===== src/rtl/mcu_pkg.sv =====
`default_nettype none
// ------------------------------------------------------------------
// mcu_pkg : opcode and controller state encodings shared by ALU users
// Rev 1.0
// ------------------------------------------------------------------
package mcu_pkg;

  localparam int OP_W = 4;
  typedef logic [OP_W-1:0] op_t;

  localparam op_t OP_ADD   = 4'd0;
  localparam op_t OP_SUB   = 4'd1;
  localparam op_t OP_MULT  = 4'd2;
  localparam op_t OP_DIV   = 4'd3;
  localparam op_t OP_OR    = 4'd4;
  localparam op_t OP_AND   = 4'd5;
  localparam op_t OP_XOR   = 4'd6;
  localparam op_t OP_READ  = 4'd7;
  localparam op_t OP_WRITE = 4'd8;
  localparam op_t OP_SHL   = 4'd9;
  localparam op_t OP_SHR   = 4'd10;
  localparam op_t OP_SAR   = 4'd11;
  localparam op_t OP_LAST  = OP_SAR;

  localparam int STATE_W = 3;
  typedef logic [STATE_W-1:0] state_t;

  localparam state_t ST_IDLE = 3'd0;
  localparam state_t ST_RD   = 3'd1;
  localparam state_t ST_RDW  = 3'd2;
  localparam state_t ST_EXEC = 3'd3;
  localparam state_t ST_WB   = 3'd4;
  localparam state_t ST_RSP  = 3'd5;

  function automatic logic op_is_valid(input op_t op);
    return (op <= OP_LAST);
  endfunction

endpackage
`default_nettype wire


===== src/rtl/alu_tmo_cnt.sv =====
`default_nettype none
// ------------------------------------------------------------------
// alu_tmo_cnt : loadable down-counter, expired when it reaches zero
// Rev 1.0
// ------------------------------------------------------------------
module alu_tmo_cnt #(
  parameter int CNT_W = 7
) (
  input  logic             clk,
  input  logic             reset,
  input  logic             load,
  input  logic [CNT_W-1:0] load_val,
  input  logic             dec,
  output logic [CNT_W-1:0] count,
  output logic             expired
);

  logic [CNT_W-1:0] r_count;

  always_ff @(posedge clk or negedge reset) begin
    if (!reset) begin
      r_count <= '0;
    end else if (load) begin
      r_count <= load_val;
    end else if (dec && (r_count != '0)) begin
      r_count <= r_count - 1'b1;
    end
  end

  assign count   = r_count;
  assign expired = (r_count == '0);

endmodule
`default_nettype wire


===== src/rtl/alu_ctrl.sv =====
`default_nettype none
// ------------------------------------------------------------------
// alu_ctrl : sequences memory-operand commands through an external ALU
// Rev 1.0
// ------------------------------------------------------------------
module alu_ctrl
  import mcu_pkg::*;
#(
  parameter int op_sz   = 32,
  parameter int addr_sz = 8,
  parameter int tmo_cyc = 64
) (
  input  logic               clk,
  input  logic               reset,
  input  logic               cmd_valid,
  output logic               cmd_ready,
  input  logic [3:0]         cmd_op,
  input  logic [op_sz-1:0]   cmd_data,
  input  logic [addr_sz-1:0] cmd_addr,
  input  logic               cmd_wb,
  output logic [addr_sz-1:0] mem_addr,
  output logic               mem_rd,
  input  logic [op_sz-1:0]   mem_rdata,
  output logic               mem_wr,
  output logic [op_sz-1:0]   mem_wdata,
  output logic [3:0]         alu_op,
  output logic [op_sz-1:0]   alu_in_1,
  output logic [op_sz-1:0]   alu_in_2,
  input  logic [op_sz-1:0]   alu_out,
  input  logic               alu_done,
  input  logic               alu_err,
  output logic               rsp_valid,
  input  logic               rsp_ready,
  output logic [op_sz-1:0]   rsp_data,
  output logic               rsp_err
);

  localparam int c_cnt_w = $clog2(tmo_cyc + 1);
  // Counter holds this value during the first EXEC cycle and hits zero on the last.
  localparam logic [c_cnt_w-1:0] c_tmo_load = c_cnt_w'(tmo_cyc - 1);

  state_t             r_state;
  state_t             w_next;
  op_t                r_op;
  logic [op_sz-1:0]   r_data;
  logic [addr_sz-1:0] r_addr;
  logic               r_wb;
  logic [op_sz-1:0]   r_opnd;
  logic [op_sz-1:0]   r_result;
  logic               r_err;

  logic [c_cnt_w-1:0] w_count;
  logic               w_expired;
  logic               w_in_exec;
  logic               w_first;
  logic               w_alu_fin;
  logic               w_tmo;
  logic               w_div0;
  logic               w_accept;

  assign w_accept  = (r_state == ST_IDLE) && cmd_valid;
  assign w_in_exec = (r_state == ST_EXEC);
  assign w_first   = w_in_exec && (w_count == c_tmo_load);
  assign w_alu_fin = w_in_exec && !w_first && alu_done;
  assign w_tmo     = w_in_exec && w_expired;
  assign w_div0    = (r_op == OP_DIV) && (mem_rdata == '0);

  alu_tmo_cnt #(
    .CNT_W (c_cnt_w)
  ) u_tmo (
    .clk      (clk),
    .reset    (reset),
    .load     (r_state == ST_RDW),
    .load_val (c_tmo_load),
    .dec      (w_in_exec),
    .count    (w_count),
    .expired  (w_expired)
  );

  always_ff @(posedge clk or negedge reset) begin
    if (!reset) begin
      r_state <= ST_IDLE;
    end else begin
      r_state <= w_next;
    end
  end

  always_comb begin
    w_next = r_state;
    case (r_state)
      ST_IDLE: begin
        if (cmd_valid) begin
          if (!op_is_valid(cmd_op)) begin
            w_next = ST_RSP;
          end else if (cmd_op == OP_WRITE) begin
            w_next = ST_WB;
          end else begin
            w_next = ST_RD;
          end
        end
      end
      ST_RD:   w_next = ST_RDW;
      ST_RDW: begin
        if ((r_op == OP_READ) || w_div0) begin
          w_next = ST_RSP;
        end else begin
          w_next = ST_EXEC;
        end
      end
      ST_EXEC: begin
        // A completion on the final cycle takes priority over the timeout.
        if (w_alu_fin) begin
          w_next = (r_wb && !alu_err) ? ST_WB : ST_RSP;
        end else if (w_tmo) begin
          w_next = ST_RSP;
        end
      end
      ST_WB:   w_next = ST_RSP;
      ST_RSP: begin
        if (rsp_ready) begin
          w_next = ST_IDLE;
        end
      end
      default: w_next = ST_IDLE;
    endcase
  end

  always_comb begin
    cmd_ready = 1'b0;
    mem_addr  = '0;
    mem_rd    = 1'b0;
    mem_wr    = 1'b0;
    mem_wdata = '0;
    alu_op    = OP_ADD;
    alu_in_1  = '0;
    alu_in_2  = '0;
    rsp_valid = 1'b0;
    case (r_state)
      ST_IDLE: cmd_ready = 1'b1;
      ST_RD: begin
        mem_rd   = 1'b1;
        mem_addr = r_addr;
      end
      ST_EXEC: begin
        alu_op   = r_op;
        alu_in_1 = r_data;
        alu_in_2 = r_opnd;
      end
      ST_WB: begin
        mem_wr    = 1'b1;
        mem_addr  = r_addr;
        mem_wdata = r_result;
      end
      ST_RSP:  rsp_valid = 1'b1;
      default: ;
    endcase
  end

  always_ff @(posedge clk or negedge reset) begin
    if (!reset) begin
      r_op     <= OP_ADD;
      r_data   <= '0;
      r_addr   <= '0;
      r_wb     <= 1'b0;
      r_opnd   <= '0;
      r_result <= '0;
      r_err    <= 1'b0;
    end else begin
      case (r_state)
        ST_IDLE: begin
          if (w_accept) begin
            r_op     <= cmd_op;
            r_data   <= cmd_data;
            r_addr   <= cmd_addr;
            r_wb     <= cmd_wb;
            r_opnd   <= '0;
            r_result <= (cmd_op == OP_WRITE) ? cmd_data : '0;
            r_err    <= !op_is_valid(cmd_op);
          end
        end
        ST_RDW: begin
          r_opnd <= mem_rdata;
          if (r_op == OP_READ) begin
            r_result <= mem_rdata;
          end else if (w_div0) begin
            r_result <= '0;
            r_err    <= 1'b1;
          end
        end
        ST_EXEC: begin
          if (w_alu_fin) begin
            r_result <= alu_out;
            r_err    <= alu_err;
          end else if (w_tmo) begin
            r_result <= '0;
            r_err    <= 1'b1;
          end
        end
        default: ;
      endcase
    end
  end

  assign rsp_data = r_result;
  assign rsp_err  = r_err;

endmodule
`default_nettype wire


===== config.mk =====
export PLATFORM = sky130hd
export DESIGN_NAME = alu_ctrl
export DESIGN_NICKNAME = d
export VERILOG_FILES = /design/src/rtl/mcu_pkg.sv /design/src/rtl/alu_tmo_cnt.sv /design/src/rtl/alu_ctrl.sv
export SDC_FILE = /design/constraint.sdc
export NUM_CORES = 1
export LEC_CHECK = 0
export CORE_UTILIZATION = 43
export DETAILED_ROUTE_END_ITERATION = 8
export GPL_TIMING_DRIVEN = 0
export PLACE_DENSITY_LB_ADDON = 0.08
export REMOVE_ABC_BUFFERS = 1
export SYNTH_ARGS = -nofsm -noshare
export SYNTH_HDL_FRONTEND = slang
export SYNTH_SLANG_ARGS = --single-unit

===== constraint.sdc =====
create_clock -name clk -period 2.2 [get_ports clk]
set_input_delay 0.22 -clock clk [delete_from_list [all_inputs] [get_ports clk]]
set_output_delay 0.22 -clock clk [all_outputs]
set_load 0.02 [all_outputs]

# [Word level (Yosys, flattened, before mapping)]
# Cells that the tools add are included.
[word_totals] reg_bits=120 input_bits=115 output_inout_bits=145 elab_cells=87
[op_classes] add_sub_neg=1 n_lt_le_gt_ge=1 eq_ne=16 mux=35 n_reduce_logical=25
[op_table] cell="$mux 32" count=10
[op_table] cell="$pmux 32 s3" count=1
[op_table] cell="$pmux 32 s2" count=1
[op_table] cell="$logic_not 32->1" count=1
[op_table] cell="$mux 3" count=7
[op_table] cell="$pmux 3 s6" count=1
[op_table] cell="$mux 7" count=2
[op_table] cell="$mux 1" count=10
[op_table] cell="$ne 2x2->1 const B" count=5
[op_table] cell="$logic_and 1x1->1" count=8
[op_table] cell="$mux 8" count=1
[op_table] cell="$eq 7x6->1 const B" count=1
[op_table] cell="$logic_not 7->1" count=1
[op_table] cell="$reduce_bool 7->1" count=1
[op_table] cell="$sub 7x1->7 const B" count=1
[op_table] cell="$eq 3x2->1 const B" count=2
[op_table] cell="$eq 3x3->1 const B" count=2
[op_table] cell="$ne 3x3->1 const B" count=2
[op_table] cell="$reduce_and 5->1" count=1
[op_table] cell="$eq 4x2->1 const B" count=1
[op_table] cell="$eq 4x3->1 const B" count=1
[op_table] cell="$eq 4x4->1 const B" count=1
[op_table] cell="$le 4x4->1 const B" count=1
[op_table] cell="$mux 4" count=1
[op_table] cell="other kinds (11)" count=15

# [Logic depth before layout (Yosys ltp)]
# Gate-level depths: netlist of run 1.
[depth] word_depth=7 ltp_mapped=8 depth_no_buf=6

# [Modules after synthesis]
# From an unflattened synthesis of run 1, not the netlist that was laid out.
[unflattened] cells_unflattened=622 area_unflattened_um2=6302.3
[by_module_without_submodules] module="alu_ctrl" n_inst=1 cells_each=570 area_each_um2=5840.6 seq_area_each_um2=2827.7
[by_module_without_submodules] module="alu_tmo_cnt" n_inst=1 cells_each=52 area_each_um2=461.7 seq_area_each_um2=175.2

# [Worst setup path before layout of run 1]
# Ideal clock, no wire load.
[synth_path] kind="flip-flop to output port" from="register r_state[2]" to="output mem_addr[0]" arrival_ps=1843 t_required_ps=1980 slack_ps=137 path_stages_with_launch=5 n_path_buf=1 path_cell_list="dfrtp_1 > clkbuf_1 > nor3_1 > nor2_1 > nor2b_1"
[synth_via] elab_chain_len=3 word_cells_on_any_way=4 cone_classes="eq/ne: 2; mux: 1; reduce/logical: 1"
[synth_lines] item="start: declaration" line_no="alu_ctrl.sv:42" text="state_t r_state;"
[synth_lines] item="start signal: assignment" line_no="alu_ctrl.sv:84" text="r_state <= w_next;"
[synth_lines] item="$eq 3x3->1 or $eq 3x1->1 (tied branches)" line_no="alu_ctrl.sv:138" text="case (r_state)"
[synth_lines] item="$reduce_or 2->1 (no source line) (*)"
[synth_lines] item="$mux 8 (*)" line_no="alu_ctrl.sv:138"
[synth_lines] item="end: declaration" line_no="alu_ctrl.sv:21" text="output logic [addr_sz-1:0] mem_addr,"
# Every way passes the cells marked *; elsewhere a longest branch is shown, timed or not.

# [Worst setup path in the final report of run 1]
[layout_path] from="register r_state[1]" to="register r_result[3], in the netlist rsp_data[3]"
[layout_via] elab_chain_len=7 word_cells_on_any_way=16 cone_classes="eq/ne: 5; mux: 2; reduce/logical: 9"
[layout_lines] item="$eq 3x2->1" line_no="alu_ctrl.sv:62, alu_ctrl.sv:169"
[layout_lines] item="$logic_and 1x1->1" line_no="alu_ctrl.sv:63" text="assign w_first = w_in_exec && (w_count == c_tmo_load);"
[layout_lines] item="$logic_not 1->1" line_no="alu_ctrl.sv:64" text="assign w_alu_fin = w_in_exec && !w_first && alu_done;"
[layout_lines] item="$logic_and 1x1->1 (2 in a row)" line_no="alu_ctrl.sv:64"
[layout_lines] item="$ne 3x3->1 (no source line) or $mux 32 (tied branches)"
[layout_lines] item="$reduce_and 4->1 (no source line) or $pmux 32 s3 (tied branches)"
[layout_lines] item="end signal: assignment" line_no="alu_ctrl.sv:177" text="r_result <= (cmd_op == OP_WRITE) ? cmd_data : '0;"
[layout_lines] item="end signal: assignment" line_no="alu_ctrl.sv:184" text="r_result <= mem_rdata;"
[layout_lines] item="end signal: assignment" line_no="alu_ctrl.sv:192" text="r_result <= alu_out;"
[layout_lines] item="end: declaration" line_no="alu_ctrl.sv:49" text="logic [op_sz-1:0] r_result;"
# Parallel ways exist; a longest one is shown, timed or not.
# A chain may end at the register's enable or synchronous reset.

==> metrics.txt, run 1 <==
dpl hpwl 13800 um; worst vdd ir 0.658 mV; max incr delay on CP 0.46 ns; vias in the first global route 6094; status finished, violations left; slowest CP cell dfrtp_2; # placed instances 1000; worst slack at placement -1.98 ns; Setup Viol. Count Final 16; Root Buffer clkbuf_16; Startpoint Class register; reg-to-reg slack, setup -0.04 ns; cell breakdown of the critical path buf_4 > buf_4 > nand3b_1 > a31oi_4 > a211oi_2 > o21ai_4 > buf_12 > buf_12 > mux2i_2; Util after Layout 0.720; post-route cell area 9990 um2; FF+latch count, synth 120; CTS tree built; pin count of the biggest net entering global routing 75; Final min period 2.24 ns; Min-Delay Path Class in2async; post-route insts no fill 1082; Die Y 121 um; Seq/Total Area, Yosys 0.490; Netlist cell types 39; Post-synth EDFFs 0; Clock transition at path regs 0.06 ns; fmax 446 MHz; CP bufs+invs 4; final antenna diode count 0; First-pass DRT Iterations 6; first-pass GRT wire length 35500 um; synth top area cells dfrtp_1 (49%), and3_1 (10%), mux2_2 (8.6%); commonest non-fill, non-tap cell in the layout clkdlybuf4s50_1; slew margin rel. 0.532; Clock Tree Buf Depth 2; Slew Viols, Final 0; GP Congestion 0.795; WL/cell 23.2 um; Tot Pwr 13.9 mW; Num CTS Buffers 17; nets 1007; Tcrit/Tclk final 1.02; Crit. End Element register; Vias 6327; synthesized area 6120 um2; failing checks setup timing; setup ws final -0.0402 ns; CP top delay family buffers and inverters; worst r2r src r_state[1]; PD cells 1400 nW/um2; FP Rows 43; Starting DRT DRC Count 613; final hold vios 0; P&R area growth vs syn 63.2%; PortBufs 259; DRC viols 0; worst slew pin tran 0.684 ns; Gate Count Post-Synth 606; DRT Wirelength 25100 um; Worst Path Max Fanout 9; setup TNS -0.213 ns; WP data arrival 2.52 ns; post-synth top area cell dfrtp_1; via/cell ratio 5.85; top_reg_cell synth dfrtp_1; LEAKAGE 5.05 nW; Die W 121 um; asr flop ratio synth 1.00; worst r2r dst rsp_data[3]; worst r2r path cells 9; Data required, critical path 2.48 ns; Syn Area/Cell 10.1 um2; Clock Sinks 120; grt ovf 0; DP Area 8920 um2; critical path type reg2reg; Max-Cap Viols 0; Initial Utilization 0.441; H-tree Lvls 4; Antenna Nets Post-Route 0; initial antenna violation count 0; die area 14700 um2; WHS 0.305 ns; layout cells sized above 1 0.212; skew final 0.00808 ns; number of synthesis warnings 0; Tot GR Track Use 0.330; Top Ports 260; leading cell types in the layout, fill and taps excluded clkdlybuf4s50_1 (146), dfrtp_1 (117), and3_1 (101); Synth top area share 0.490; RSZ-0062 raised after global routing yes; Worst-Skew Late Latency 0.43 ns; Core Box Area 13900 um2
[sequential cells by signal, summed over array words and instances, names as in the netlist]
register	count
r_data	32
r_opnd	32
rsp_data	32
r_addr	8
u_tmo.count	7
r_op	4
r_state	3
r_wb	1
rsp_err	1
[cell families after synthesis]
kind of cell | count (synthesis) | synth area share
mux | 79 | 0.139
compound gates | 53 | 0.0750
flops | 120 | 0.490
xor+xnor | 4 | 0.00572
fa+ha+maj | 3 | 0.00613
simple gates | 257 | 0.223
buf+inv | 90 | 0.0609
[what timing repair did]
action,in CTS,in global routing
endpoints found under the hold margin,46,0
endpoints found under the setup margin,232,115
hold buffers,1,0
pin swaps,8,3
gates cloned,6,4
gates resized for setup,140,84
setup buffers,28,11
[worst max path at each step]
stage / startpoint / end / slack, ns / depth (start not counted)
global placement: r_state[2] / rsp_data[17] / -7.90 / 5
floorplan: r_state[2] / rsp_data[10] / -2.94 / 5
detailed placement: r_state[2] / rsp_data[17] / -1.98 / 6
finish: r_state[1] / rsp_data[3] / -0.04 / 9
CTS: r_state[0] / mem_addr[1] / 0.007 / 6
global route: r_state[1] / rsp_data[3] / -0.05 / 9
[worst reg2reg max path: cells and delay by family, from the launching register on]
| family | cells | cell delay [ns] |
|---|---|---|
| mux | 1 | 0.16 |
| flops | 1 | 0.46 |
| simple gates | 1 | 0.29 |
| compound gates | 3 | 0.55 |
| buf+inv | 4 | 0.64 |
[synth_stat cells, types with 3 or more instances]
| library cell | count |
|---|---|
| clkbuf_1 | 32 |
| buf_6 | 3 |
| mux2i_1 | 32 |
| o21ai_0 | 5 |
| nor4_1 | 7 |
| nor2b_1 | 9 |
| a21oi_1 | 7 |
| inv_1 | 38 |
| nor3_1 | 4 |
| nand3_1 | 35 |
| and3_1 | 101 |
| dfrtp_1 | 120 |
| nor2_1 | 11 |
| buf_1 | 7 |
| ha_1 | 3 |
| a222oi_1 | 32 |
| mux2_2 | 47 |
| buf_2 | 10 |
| nand2_1 | 76 |
[per-layer routing]
layer  global-route usage  part of all wire  up-vias
met4                0.131             0.031        0
li1                     -                 -     2750
met1                0.400              0.38     3163
met3               0.0888             0.092       67
met2                0.555              0.49      347
met5                    0                 0        -
[power breakdown]
| part | internal, mW | switching, mW |
|---|---|---|
| Clock | 1.80 | 1.04 |
| Sequential | 3.19 | 0.618 |
| Combinational | 3.29 | 4.00 |
| Total | 8.28 | 5.66 |
[layout make-up]
type	count	area, um2
well taps	180	225
multi-input cells	401	2960
fillers	1039	3890
clock buffers	19	443
inverters	38	143
flip-flops and latches	120	3010
clock inverters	13	154
repair buffers	311	3050
Note: power is estimated with default switching activity, not from simulation.
==> run 2: changes to the inputs <==
- SKIP_LAST_GASP: default -> 1
==> run 2 against run 1 <==
Against the previous run:
- the run now ends clean
- utilization down 0.83 points
- critical endpoint is now rsp_data[17]
- critical path type unchanged
- clock power hardly changed
- combinational power shrank 3.2%
- cell count is 0.46% lower
- first-iteration DRC count decreased by 13%
- sequential cell count stayed put
- critical path depth is the same
- maximum frequency grew 2.0%
==> metrics.txt, run 2 (same netlist as run 1, synthesis figures left out) <==
Crit. End Element register; final hold vios 0 (unchanged); DR top layer met4; skew final 0.00450 ns (-0.00358 ns); Setup Viol. Count Final 0 (-16); WL met3 2060 um (-10%); Worst-Skew Late Latency 0.42 ns (about the same); P&R area growth vs syn 61.3%; fmax 455 MHz (+2.0%); worst slew pin tran 0.653 ns (-0.0305 ns); vias in the first global route 6089 (-0.082%); Vias 6289 (-0.60%); Initial Utilization 0.441 (unchanged); commonest non-fill, non-tap cell in the layout clkdlybuf4s50_1; grt ovf 0 (unchanged); leading cell types in the layout, fill and taps excluded clkdlybuf4s50_1 (146), dfrtp_1 (117), and3_1 (101); Slew Viols, Final 0 (unchanged); LEAKAGE 5.02 nW (-0.65%); Max-Cap Viols 0 (unchanged); Util after Layout 0.711 (-0.00829); layout cells sized above 1 0.206 (-0.00551); FP Rows 43 (unchanged); worst vdd ir 0.728 mV (+11%); WP data arrival 2.47 ns (-0.05 ns); GP Congestion 0.795 (unchanged); DRC viols 0 (unchanged); Tot GR Track Use 0.330 (-0.000407); Tcrit/Tclk final 0.998 (-0.0199); slew margin rel. 0.563 (+0.0311); Core Box Area 13900 um2 (unchanged); Startpoint Class register; Num CTS Buffers 17 (unchanged); first-pass GRT wire length 35400 um (-0.27%); Min-Delay Path Class in2async; Top Ports 260 (unchanged); critical path type reg2reg; Data required, critical path 2.48 ns (about the same); pin count of the biggest net entering global routing 75 (unchanged); H-tree Lvls 4 (unchanged); Starting DRT DRC Count 535 (-13%); worst slack at placement -1.98 ns (unchanged); via/cell ratio 5.84 (-0.14%); initial antenna violation count 0 (unchanged); First-pass DRT Iterations 8 (+2); Final min period 2.20 ns (-0.0437 ns); PD cells 1390 nW/um2 (-0.65%); PortBufs 259 (unchanged); DRT Wirelength 24600 um (-1.8%); Die W 121 um (unchanged); setup ws final 0.00349 ns (+0.0437 ns); WL/cell 22.8 um (-1.4%); Root Buffer clkbuf_16; die area 14700 um2 (unchanged); Clock Tree Buf Depth 2 (unchanged); Worst Path Max Fanout 8 (-1); metal2 WL 12300 um (-0.55%); Clock transition at path regs 0.06 ns (about the same); nets 1002 (-0.50%); Clock Sinks 120 (unchanged); Die Y 121 um (unchanged); wl on met1 9530 um (-0.79%); status finished, final reports clean; final antenna diode count 0 (unchanged); Antenna Nets Post-Route 0 (unchanged); CTS tree built; dpl hpwl 13800 um (unchanged)
==> run 2: timing repair <==
item	in CTS	in global routing
cloned	6	3
pin swaps	8	1
buffers inserted	28	7
hold buffers	1	0
resized for setup	139	76
setup endpoints to repair	232	110
hold endpoints to repair	46	0
==> run 2: per-stage QoR <==
| step | power (mW) | hold WS, ns | instances | cell area [um2] | TNS (ns) |
|---|---|---|---|---|---|
| 2_1_floorplan | 7.06 | -0.0756 | 554 | 5890 | -286.86 |
| 3_3_place_gp | 9.32 | 0.473 | 993 | 8710 | -1389.52 |
| 3_5_place_dp | 9.91 | 0.188 | 1000 | 8920 | -193.66 |
| 4_1_cts | 13.3 | 0.320 | 1067 | 9830 | -0.142 |
| 5_1_grt | 14.3 | 0.339 | 1077 | 9870 | -0.662 |
| 6_report | 13.7 | 0.296 | 1077 | 9870 | 0 |
==> run 2: per-layer routing <==
metal / vias to the layer above / track usage
met1: 3152 / 0.402
met3: 48 / 0.0832
met2: 351 / 0.552
met5: - / 0
met4: 0 / 0.139
li1: 2738 / -
==> run 2: power breakdown <==
group / internal, mW / switching [mW]
Sequential: 3.19 / 0.609
Clock: 1.80 / 1.03
Combinational: 3.12 / 3.93
Total: 8.11 / 5.58
==> run 2: layout make-up <==
| class | count | area (um2) |
|---|---|---|
| Tap cell | 180 | 225 |
| Timing Repair Buffer | 306 | 2950 |
| Inverter | 38 | 143 |
| Fill cell | 1056 | 4010 |
| Clock inverter | 13 | 154 |
| Clock buffer | 19 | 443 |
| Multi-Input combinational cell | 401 | 2950 |
| Sequential cell | 120 | 3010 |
==> run 2: final timing paths <==
check	from	to	slack, ns	cells after the start
worst max-delay path	r_state[1]	rsp_data[17]	0.003	9
worst min-delay path	reset	r_wb	0.30	2
worst max register to register	r_state[1]	rsp_data[17]	0.003	9
worst min register to register	r_opnd[5]	r_opnd[5]	0.49	2
max in group asynchronous	reset	rsp_data[21]	1.17	3
min in group clk	mem_rdata[27]	r_opnd[27]	0.41	3
==> run 2: worst max-delay path: stages (launching register included) <==
cell and delay [ns]:
dfrtp_2 0.46, buf_4 0.18, buf_4 0.15, nand3b_1 0.11, buf_4 0.20, a31oi_4 0.06, a211oi_2 0.38, o21ai_4 0.18
clkbuf_16 0.22, mux2i_1 0.12
